<file path="src/rtl/sudoku_pkg.sv">
// rtl/sudoku_pkg.sv - shared board geometry, loader state encoding and LFSR taps
package sudoku_pkg;

    localparam int CELLS             = 81;
    localparam int CELL_W            = 5;
    localparam int BOARD_W           = 405;
    localparam int CELL_REVEALED_BIT = 4;
    localparam int CELL_VALUE_MSB    = 3;
    localparam int IDX_W             = 7;

    localparam logic [IDX_W-1:0] LAST_IDX  = 7'd80;
    localparam logic [15:0]      LFSR_TAPS = 16'hB400;

    typedef enum logic [1:0] {
        ST_IDLE  = 2'd0,
        ST_LOAD  = 2'd1,
        ST_DRAIN = 2'd2,
        ST_DONE  = 2'd3
    } load_state_e;

    // A legal sudoku cell value is 1..9.
    function automatic logic cell_value_bad(input logic [CELL_VALUE_MSB:0] v);
        return (v == 4'd0) || (v > 4'd9);
    endfunction

endpackage

</file>
<file path="src/rtl/lfsr16.sv">
// rtl/lfsr16.sv - free-running 16-bit Galois LFSR
//
// Ports:
//   clk   - system clock
//   reset - asynchronous active-low reset, loads SEED
//   q     - current LFSR state, advances every clock
module lfsr16
    import sudoku_pkg::*;
#(
    parameter logic [15:0] SEED = 16'hACE1
) (
    input  logic        clk,
    input  logic        reset,
    output logic [15:0] q
);

    // Galois form: shift right and fold the taps in when a one falls out.
    always_ff @(posedge clk or negedge reset) begin
        if (!reset) begin
            q <= SEED;
        end else begin
            q <= {1'b0, q[15:1]} ^ (q[0] ? LFSR_TAPS : 16'h0000);
        end
    end

endmodule

</file>
<file path="src/rtl/map_loader.sv">
// rtl/map_loader.sv - loads one puzzle map from the map ROM into the game board
//
// Ports:
//   clk, reset                 - clock, asynchronous active-low reset
//   start                      - load request pulse, only honoured in IDLE
//   difficulty                 - 0 easy, 1 hard (extra cells hidden); captured with start
//   map_override_en/_override  - force the map index instead of the LFSR pick
//   rom_en, rom_addr, rom_data - ROM read port, data valid one cycle after rom_en
//   board                      - 81 cells x 5 bits, cell k at [5k +: 5]
//   busy, done                 - busy while loading; done pulses when board is complete
//   map_id                     - map chosen at the last accepted start
//   revealed_count             - revealed cells in the loaded board
//   bad_cell                   - sticky flag: a loaded value was 0 or above 9
module map_loader
    import sudoku_pkg::*;
#(
    parameter int          MAP_BITS  = 3,
    parameter logic [15:0] LFSR_SEED = 16'hACE1
) (
    input  logic                      clk,
    input  logic                      reset,
    input  logic                      start,
    input  logic                      difficulty,
    input  logic                      map_override_en,
    input  logic [MAP_BITS-1:0]       map_override,
    output logic                      rom_en,
    output logic [MAP_BITS+IDX_W-1:0] rom_addr,
    input  logic [CELL_W-1:0]         rom_data,
    output logic [BOARD_W-1:0]        board,
    output logic                      busy,
    output logic                      done,
    output logic [MAP_BITS-1:0]       map_id,
    output logic [IDX_W-1:0]          revealed_count,
    output logic                      bad_cell
);

    load_state_e         state;
    logic                diff_q;
    logic                wr_valid;
    logic [IDX_W-1:0]    wr_idx;
    logic [15:0]         lfsr;
    logic [MAP_BITS-1:0] map_sel;
    logic                hide;
    logic [CELL_W-1:0]   wr_cell;

    lfsr16 #(
        .SEED (LFSR_SEED)
    ) u_lfsr (
        .clk   (clk),
        .reset (reset),
        .q     (lfsr)
    );

    assign map_sel = map_override_en ? map_override : lfsr[MAP_BITS-1:0];

    // On hard, roughly one in four revealed cells is additionally hidden.
    // Only the revealed flag is touched; the solution value is kept intact.
    assign hide    = diff_q & (lfsr[1:0] == 2'b00);
    assign wr_cell = {rom_data[CELL_REVEALED_BIT] & ~hide, rom_data[CELL_VALUE_MSB:0]};

    always_ff @(posedge clk or negedge reset) begin
        if (!reset) begin
            state          <= ST_IDLE;
            diff_q         <= 1'b0;
            wr_valid       <= 1'b0;
            wr_idx         <= '0;
            rom_en         <= 1'b0;
            rom_addr       <= '0;
            board          <= '0;
            busy           <= 1'b0;
            done           <= 1'b0;
            map_id         <= '0;
            revealed_count <= '0;
            bad_cell       <= 1'b0;
        end else begin
            // Read data lags the address by one cycle, so the write side
            // follows the issued index through a one-stage pipeline.
            wr_valid <= rom_en;
            wr_idx   <= rom_addr[IDX_W-1:0];
            done     <= 1'b0;

            if (wr_valid) begin
                board[CELL_W*int'(wr_idx) +: CELL_W] <= wr_cell;
                revealed_count <= revealed_count + IDX_W'(wr_cell[CELL_REVEALED_BIT]);
                if (cell_value_bad(rom_data[CELL_VALUE_MSB:0])) begin
                    bad_cell <= 1'b1;
                end
            end

            case (state)
                ST_IDLE: begin
                    if (start) begin
                        diff_q         <= difficulty;
                        map_id         <= map_sel;
                        board          <= '0;
                        revealed_count <= '0;
                        bad_cell       <= 1'b0;
                        rom_en         <= 1'b1;
                        rom_addr       <= {map_sel, {IDX_W{1'b0}}};
                        busy           <= 1'b1;
                        state          <= ST_LOAD;
                    end
                end
                ST_LOAD: begin
                    if (rom_addr[IDX_W-1:0] == LAST_IDX) begin
                        rom_en <= 1'b0;
                        state  <= ST_DRAIN;
                    end else begin
                        rom_addr[IDX_W-1:0] <= rom_addr[IDX_W-1:0] + 1'b1;
                    end
                end
                ST_DRAIN: begin
                    // Last cell is written this cycle by the pipeline above.
                    done  <= 1'b1;
                    state <= ST_DONE;
                end
                ST_DONE: begin
                    busy  <= 1'b0;
                    state <= ST_IDLE;
                end
                default: begin
                    state <= ST_IDLE;
                end
            endcase
        end
    end

endmodule

</file>
<file path="config.mk">
export PLATFORM = sky130hd
export DESIGN_NAME = map_loader
export DESIGN_NICKNAME = d
export VERILOG_FILES = /design/src/rtl/sudoku_pkg.sv /design/src/rtl/lfsr16.sv /design/src/rtl/map_loader.sv
export SDC_FILE = /design/constraint.sdc
export NUM_CORES = 1
export LEC_CHECK = 0
export CAP_MARGIN = 20
export CORE_MARGIN = 2
export CORE_UTILIZATION = 42
export CTS_CLUSTER_DIAMETER = 120
export CTS_CLUSTER_SIZE = 20
export DETAILED_ROUTE_END_ITERATION = 6
export PLACE_DENSITY = 0.68
export SLEW_MARGIN = 30
export SYNTH_ARGS = -nofsm -noshare
export SYNTH_HDL_FRONTEND = slang
export SYNTH_HIERARCHICAL = 1
export SYNTH_SLANG_ARGS = --single-unit
</file>
<file path="constraint.sdc">
create_clock -name clk -period 3.2 [get_ports clk]
set_input_delay 0.32 -clock clk [delete_from_list [all_inputs] [get_ports clk]]
set_output_delay 0.32 -clock clk [all_outputs]
set_load 0.05 [all_outputs]
</file>
-- Word level (Yosys, flattened, before mapping)
Index checks and enable logic that the tools add are counted.
W data, S select, Z words.
- multipliers: 1
- shift operators: 2
- reductions and logical operators: 11
- mux-type cells: 24
- magnitude comparators: 1
- equality and inequality tests: 7
- bitwise operators: 4
- add/sub/neg operators: 3
- operators by type and width (operator ; count):
    $mux W405 ; 3
    $bwmux W405 ; 1
    $shift A5 B33 Y405 const A ; 1
    $shiftx A5 B33 Y405 ; 1
    $mux W7 ; 5
    $neg A10 Y33 ; 1
    $mux W16 ; 1
    $xor A15 B16 Y16 ; 1
    $pmux W7 S2 ; 1
    $mul A3 B7 Y10 const A ; 1
    $pmux W2 S4 ; 1
    $add A7 B1 Y7 ; 1
    $add A7 B1 Y7 const B ; 1
    $eq A7 B7 Y1 const B ; 1
    $mux W1 ; 7
    $ne A2 B2 Y1 const B ; 3
    $reduce_and A2 Y1 ; 3
    $reduce_and A3 Y1 ; 2
    $eq A2 B2 Y1 const B ; 2
    $gt A4 B4 Y1 const B ; 1
    $logic_not A2 Y1 ; 2
    $logic_not A4 Y1 ; 1
    $mux W2 ; 2
    $pmux W1 S2 ; 2
    other kinds (6) ; 8
- register bits after elaboration: 453
- output and inout port bits: 429
- logic and storage cells: 66
- input bits: 13

-- Logic depth before layout (Yosys ltp)
- word-level depth: 9
- gate-level depth with buffers: 11
- depth with buffers taken out: 8

-- Modules after synthesis
Netlist, hierarchy kept.
- modules (own cells, without submodules) (module ; area each (µm²) ; sequential area each (µm²) ; cells each ; instances):
    map_loader ; 19643.8 ; 10935.5 ; 1753 ; 1
    lfsr16 ; 436.7 ; 410.4 ; 19 ; 1

-- Worst setup path before layout
No wires, ideal clock.
- path type: register -> register
- from: reg wr_idx[0]
- to: reg board[69]
- buffers on the path: 2
- stages on the path, launching flop included: 10
- required time: 3118 ps
- setup time: 82 ps
- slack: 731 ps
- arrival: 2387 ps
- clock period less this slack: 2469 ps
- cell sequence: dfrtp_1 -> buf_2 -> inv_1 -> ha_1 -> buf_4 -> or3b_4 -> o31ai_4 -> nand2_4 -> nor3_4 -> mux2i_1
- word-level cells in the longest chain between the ends: 7
- elaborated cells between the ends (all ways): 8
- classes of those cells: add/sub (1); mul (1); shift (2); mux (4)
- ends and longest elaborated chain (element ; line ; RTL):
    from (decl) ; map_loader.sv:40 ; logic [IDX_W-1:0] wr_idx;
    from (signal assigned) ; map_loader.sv:79 ; wr_idx <= rom_addr[IDX_W-1:0];
    $mul A3 B7 Y10 * ; map_loader.sv:83 ; board[CELL_W*int'(wr_idx) +: CELL_W] <= wr_cell;
    $neg A10 Y33 * ; map_loader.sv:83 ;
    $shiftx A5 B33 Y405 / $shift A5 B33 Y405 (equally long branches) ; map_loader.sv:83 ;
    $bwmux W405 * ; map_loader.sv:83 ;
    $mux W405 * ; map_loader.sv:82 ; if (wr_valid) begin
    $mux W405 ; map_loader.sv:92 ; if (start) begin
    $mux W405 * ; map_loader.sv:90 ; case (state)
    to (signal, indexed assignment) ; map_loader.sv:83 ;
    to (decl) ; map_loader.sv:29 ; output logic [BOARD_W-1:0] board,
Mark *: on every way between the ends. The rest lies on a longest branch, timed or not.
A chain may end at the register's enable or synchronous reset.

-- Worst setup path in the final report
- from: reg wr_idx[1]
- to: reg board[63]
Same word-level chain as after synthesis.

==> reports/metrics.sh <==
STATUS='complete, no violations'
SETUP_REPAIR_AFTER_GLOBAL_ROUTING_MISSED_ITS_MARGIN='no'
SYNTH.NET_COUNT=1796
SYN_AREA_MM2=0.02008
CP_NUM_BUF_INV=3
SYNTH_SEQ_CELLS=453
SYNTHMUXAREASHARE_PCT=20.09
HIGHEST_LAYER='met4'
CRITICAL_PATH.SLOWEST_CELL='sky130_fd_sc_hd__dfrtp_1'
FIN_CRIT_PS=2952
TIMING.CRITICAL_PATH.SLOWEST_CELL_DELAY_PS=490
POWER_SHARE_OF_THE_CLOCK_GROUP_PCT=29.8
CTS.HTREE.LEVELS=1
MAX_FREQ_MHz=338.8
TIMING.MAX_CAP.VIOLATIONS=0
SETUP_CRIT_START_KIND='flop'
DIEAREA_MM2=0.04958
PWR_DENSITY_CELL_mW_PER_MM2=443.3
CRIT_PATH_END_KIND='flop'
SYNTHARSTFLOPSHARE_PCT=100.0
POST_SYNTH_NUM_CELL_TYPES=59
PLACE.GP.CONGESTION=0.8493
DRT-WIRELENGTH-PER-CELL_UM=22.49
FINCLKSKEW_PS=21.03
SEQ_AREA_FRAC_SYNTH_PCT=56.50
LAYOUT_CELL_SHARE_WITH_DRIVE_STRENGTH_BEYOND_1_PCT=8.543
MAXSLEWVIOLCOUNT=0
CRITICAL_PATH.CELL_CHAIN='inv_1 > ha_1 > nor3b_2 > mux2i_1 > buf_4 > and3_1 > buf_4 > nand3_4 > mux2i_1'
NUMBER_OF_ENABLE_TYPE_REGISTER_CELLS_IN_THE_SYNTHESIZED_NETLIST=0
DR.FIRST_ITER.DRC_COUNT=1272
SETUP_VIOL_COUNT_FINAL=0
SWITCHING_SHARE_PCT=29.89
SYN_TO_FINAL_GROWTH_PCT=30.02
DIE_HEIGHT_UM=222.7
FINAL_HOLD_VIOL_COUNT=0
LAYOUT_COMMON_CELLS='445 x sky130_fd_sc_hd__dfrtp_1, 440 x sky130_fd_sc_hd__clkdlybuf4s50_1, 439 x sky130_fd_sc_hd__nand2_1, 402 x sky130_fd_sc_hd__mux2i_1, 51 x sky130_fd_sc_hd__buf_4'
FIN_SETUP_TNS_PS=0
TOTAL_NUMBER_OF_VIAS=14790
MOSTFREQUENTLAYOUTCELL='sky130_fd_sc_hd__dfrtp_1'
MAX-VDD-IR-DROP_uV=555.5
MAXIMUM_NUMBER_OF_PINS_ON_ONE_NET_BEFORE_GLOBAL_ROUTE_REPAIR=158
POSTSYNTH.TOPFLOPCELL='sky130_fd_sc_hd__dfrtp_1'
CRITICAL_PATH_PEAK_FANOUT=13
PLACEMENT_ROWS=80
YOSYS.AREA_SHARE.XOR_XNOR_PCT=0.5234
DETAILED_PLACE.AREA_MM2=0.02533
FINAL_STAGE_NET_COUNT=2203
GRT_FIRST_PASS_WIRELENGTH_UM=95190
FLOORPLAN.CORE_AREA_MM2=0.04745
SYNTH_COMPOUND_AREA_SHARE_PCT=2.835
INSERTION_DELAY_PS=580
WORST_PATH_DOMINANT_CELL_FAMILY='simple AND/OR/NAND/NOR gates'
DRT_WL_TOTAL_UM=63070
SYNTH_SIMPLE_GATE_AREA_SHARE_PCT=16.34
ROUTE.MET2.WL_UM=29570
FIRST_PASS_ITERS=6
SYN-INSTANCE-COUNT=1772
GLOBALROUTEOVERFLOWTOTAL=0
AREA_SHARE_OF_FA_HA_MAJ_CELLS_AFTER_SYNTHESIS_PCT=0.6854
CLK_ROOT_BUFFER_CELL='sky130_fd_sc_hd__clkbuf_16'
SYNTH_TOP_FAMILY_BY_AREA='multiplexers'
GRT.TOTAL_USAGE_PCT=25.08
SYN_AREA_PER_CELL_UM2=11.33
PATH_CLASS='reg -> reg'
SHARE_COMB_OF_TOTAL_POWER_PCT=17.1
ROUTE.LAYER.MET1.WL_UM=27130
FIN_AREA_MM2=0.02611
DETAILROUTE.WIRELENGTH.MET3_UM=3681
MAX_SLEW.WORST_PIN.SLEW_PS=919.5
CLKSLEWWORSTSETUPHOLDPATHS_PS=80
CRIT_ARRIVAL_PS=3380
DETAILED_PLACE_HPWL_UM=44990
NFILLCELLS=4103
CTS_SETUP_BUFFERS=0
ANTENNA_CELLS_INSERTED=0
DIE_X_UM=222.7
INTPOWER_mW=8.114
VIAS_PER_CELL=5.276
POWER_FRAC_SEQ_PCT=53.2
CLOCK_PATH_BUFFERS=3
INITIAL_UTILIZATION_PCT=42.32
CLOCK_TREE_FROM_TRITONCTS='yes'
TRITONCTS_BUFFERS=26
P_SWITCHING_mW=3.459
NUM_IO_PINS=442
FIRST_GLOBAL_VIAS=14970
FINAL_CYCLE_SHARE_PCT=92.25
NUMPORTBUFFERS=441
LEAKAGE_COMPONENT_OF_THE_POWER_nW=12.97
DRC_ERRORS=0
YS_WARNS=6
DRTANTENNAVIOLNETS=0
HOLD_REMOVAL_PATH_CLASS='in -> reg'
GRT_ANTENNA_BEFORE_REPAIR=0
CTS_NUM_SINKS=453
RELSLEWSLACK_PCT=38.29
WORST_EP_REQUIRED_PS=3630
-- Yosys cell counts, types with 2 or more instances --
master | number | share of area [%]
sky130_fd_sc_hd__a21boi_0 | 2 | 0.075
sky130_fd_sc_hd__buf_2 | 26 | 0.65
sky130_fd_sc_hd__o31ai_1 | 12 | 0.45
sky130_fd_sc_hd__dfrtp_1 | 445 | 55
sky130_fd_sc_hd__nor2_1 | 33 | 0.62
sky130_fd_sc_hd__dfstp_2 | 8 | 1.0
sky130_fd_sc_hd__and3_1 | 5 | 0.16
sky130_fd_sc_hd__o21ai_0 | 18 | 0.45
sky130_fd_sc_hd__xnor2_1 | 2 | 0.087
sky130_fd_sc_hd__buf_4 | 12 | 0.45
sky130_fd_sc_hd__nor3_1 | 9 | 0.22
sky130_fd_sc_hd__nand2b_1 | 7 | 0.22
sky130_fd_sc_hd__a21oi_2 | 5 | 0.22
sky130_fd_sc_hd__a21o_1 | 2 | 0.075
sky130_fd_sc_hd__xor2_1 | 10 | 0.44
sky130_fd_sc_hd__nand3_1 | 48 | 1.2
sky130_fd_sc_hd__nor3_4 | 7 | 0.57
sky130_fd_sc_hd__buf_6 | 3 | 0.17
sky130_fd_sc_hd__or4_1 | 2 | 0.075
sky130_fd_sc_hd__nand2_1 | 445 | 8.3
sky130_fd_sc_hd__nand3_2 | 2 | 0.10
sky130_fd_sc_hd__nand2_4 | 11 | 0.62
sky130_fd_sc_hd__and2_1 | 14 | 0.44
sky130_fd_sc_hd__a31o_2 | 3 | 0.13
sky130_fd_sc_hd__nand2_2 | 28 | 0.87
sky130_fd_sc_hd__inv_1 | 10 | 0.19
sky130_fd_sc_hd__and3b_1 | 3 | 0.13
sky130_fd_sc_hd__nor2b_1 | 21 | 0.65
sky130_fd_sc_hd__o21ai_1 | 3 | 0.075
sky130_fd_sc_hd__and2b_1 | 2 | 0.075
sky130_fd_sc_hd__nor4b_1 | 4 | 0.17
sky130_fd_sc_hd__a211o_1 | 2 | 0.087
sky130_fd_sc_hd__clkbuf_1 | 82 | 1.5
sky130_fd_sc_hd__buf_1 | 2 | 0.037
sky130_fd_sc_hd__nand4_1 | 12 | 0.37
sky130_fd_sc_hd__nand3_4 | 10 | 0.87
sky130_fd_sc_hd__o211ai_1 | 12 | 0.45
sky130_fd_sc_hd__nor2_2 | 4 | 0.12
sky130_fd_sc_hd__mux2i_1 | 402 | 20
sky130_fd_sc_hd__ha_1 | 11 | 0.69
sky130_fd_sc_hd__a21oi_1 | 14 | 0.35
sky130_fd_sc_hd__or3_1 | 2 | 0.062
-- per-layer routing --
layer / track usage [%] / vias up
li1: - / 6758
met1: 33.92 / 7450
met2: 40.27 / 480
met3: 4.549 / 106
met4: 9.634 / 0
met5: 0 / -
-- registers in the layout, indices dropped and copies added (netlist names), 2 cells and up --
register / flops
state: 2
rom_addr: 10
u_lfsr/q: 16
wr_idx: 7
board: 405
revealed_count: 7
-- power groups by stage --
stage | Sequential, mW | Clock, mW | Combinational, mW
finish | 6.15 | 3.45 | 1.97
global placement | 6.25 | 0 | 1.96
floorplan | 7.10 | 0 | 0.292
CTS | 6.15 | 3.54 | 1.99
detailed placement | 6.26 | 0 | 1.99
global route | 6.18 | 3.73 | 2.08
-- timing repair --
action | 4_1_cts | 5_1_grt
hold endpoints to repair | 74 | 0
endpoints found under the setup margin | 0 | 36
hold buffers | 1 | 0
resized for setup | 0 | 7
-- kinds of logic after synthesis --
kind of cell | Yosys count
compound gates | 81
xor+xnor | 12
fa+ha+maj | 11
buf+inv | 135
flops | 453
mux | 403
simple gates | 677
-- final timing paths --
check / from / cells after the start / to / slack, ps
max: wr_idx[1] / 9 / board[63] / 250
min: difficulty / 3 / diff_q / 270
max reg2reg: wr_idx[1] / 9 / board[63] / 250
min reg2reg: u_lfsr/q[7] / 0 / u_lfsr/q[6] / 350
max in group asynchronous: reset / 3 / board[130] / 1980
min in group asynchronous: reset / 2 / board[145] / 360
-- stage by stage --
stage / power [mW] / setup slack [ps] / std cells / utilization (%) / hold slack (ps)
2_1_floorplan: 7.394 / 731.4 / 1772 / - / 24.41
3_3_place_gp: 8.215 / 242.8 / 2765 / 53.39 / 338.2
3_5_place_dp: 8.250 / 186.0 / 2765 / 53.39 / 336.3
4_1_cts: 11.69 / 151.8 / 2804 / 54.93 / 247.0
5_1_grt: 11.99 / 9.985 / 2804 / 55.03 / 261.4
6_report: 11.57 / 248.0 / 2804 / 55.03 / 266.4
-- worst reg2reg max path: cells and delay by family (launching register included) --
family / cells / cell delay [ps]
DFF: 1 / 490
buffers and inverters: 3 / 620
and+or+nand+nor: 3 / 880
muxes: 2 / 430
adders and majority gates: 1 / 380
-- layout make-up --
class / instances / area [um^2] / area share (%)
sequential: 453 / 11350 / 43.46
multi-input combinational: 1184 / 8202 / 31.41
timing repair buffer: 504 / 5032 / 19.27
tap: 615 / 769.5 / 2.947
clock buffer: 37 / 713.2 / 2.732
inverter: 10 / 37.54 / 0.1438
clock inverter: 1 / 8.758 / 0.03355
(Power assumes the default switching activity.)
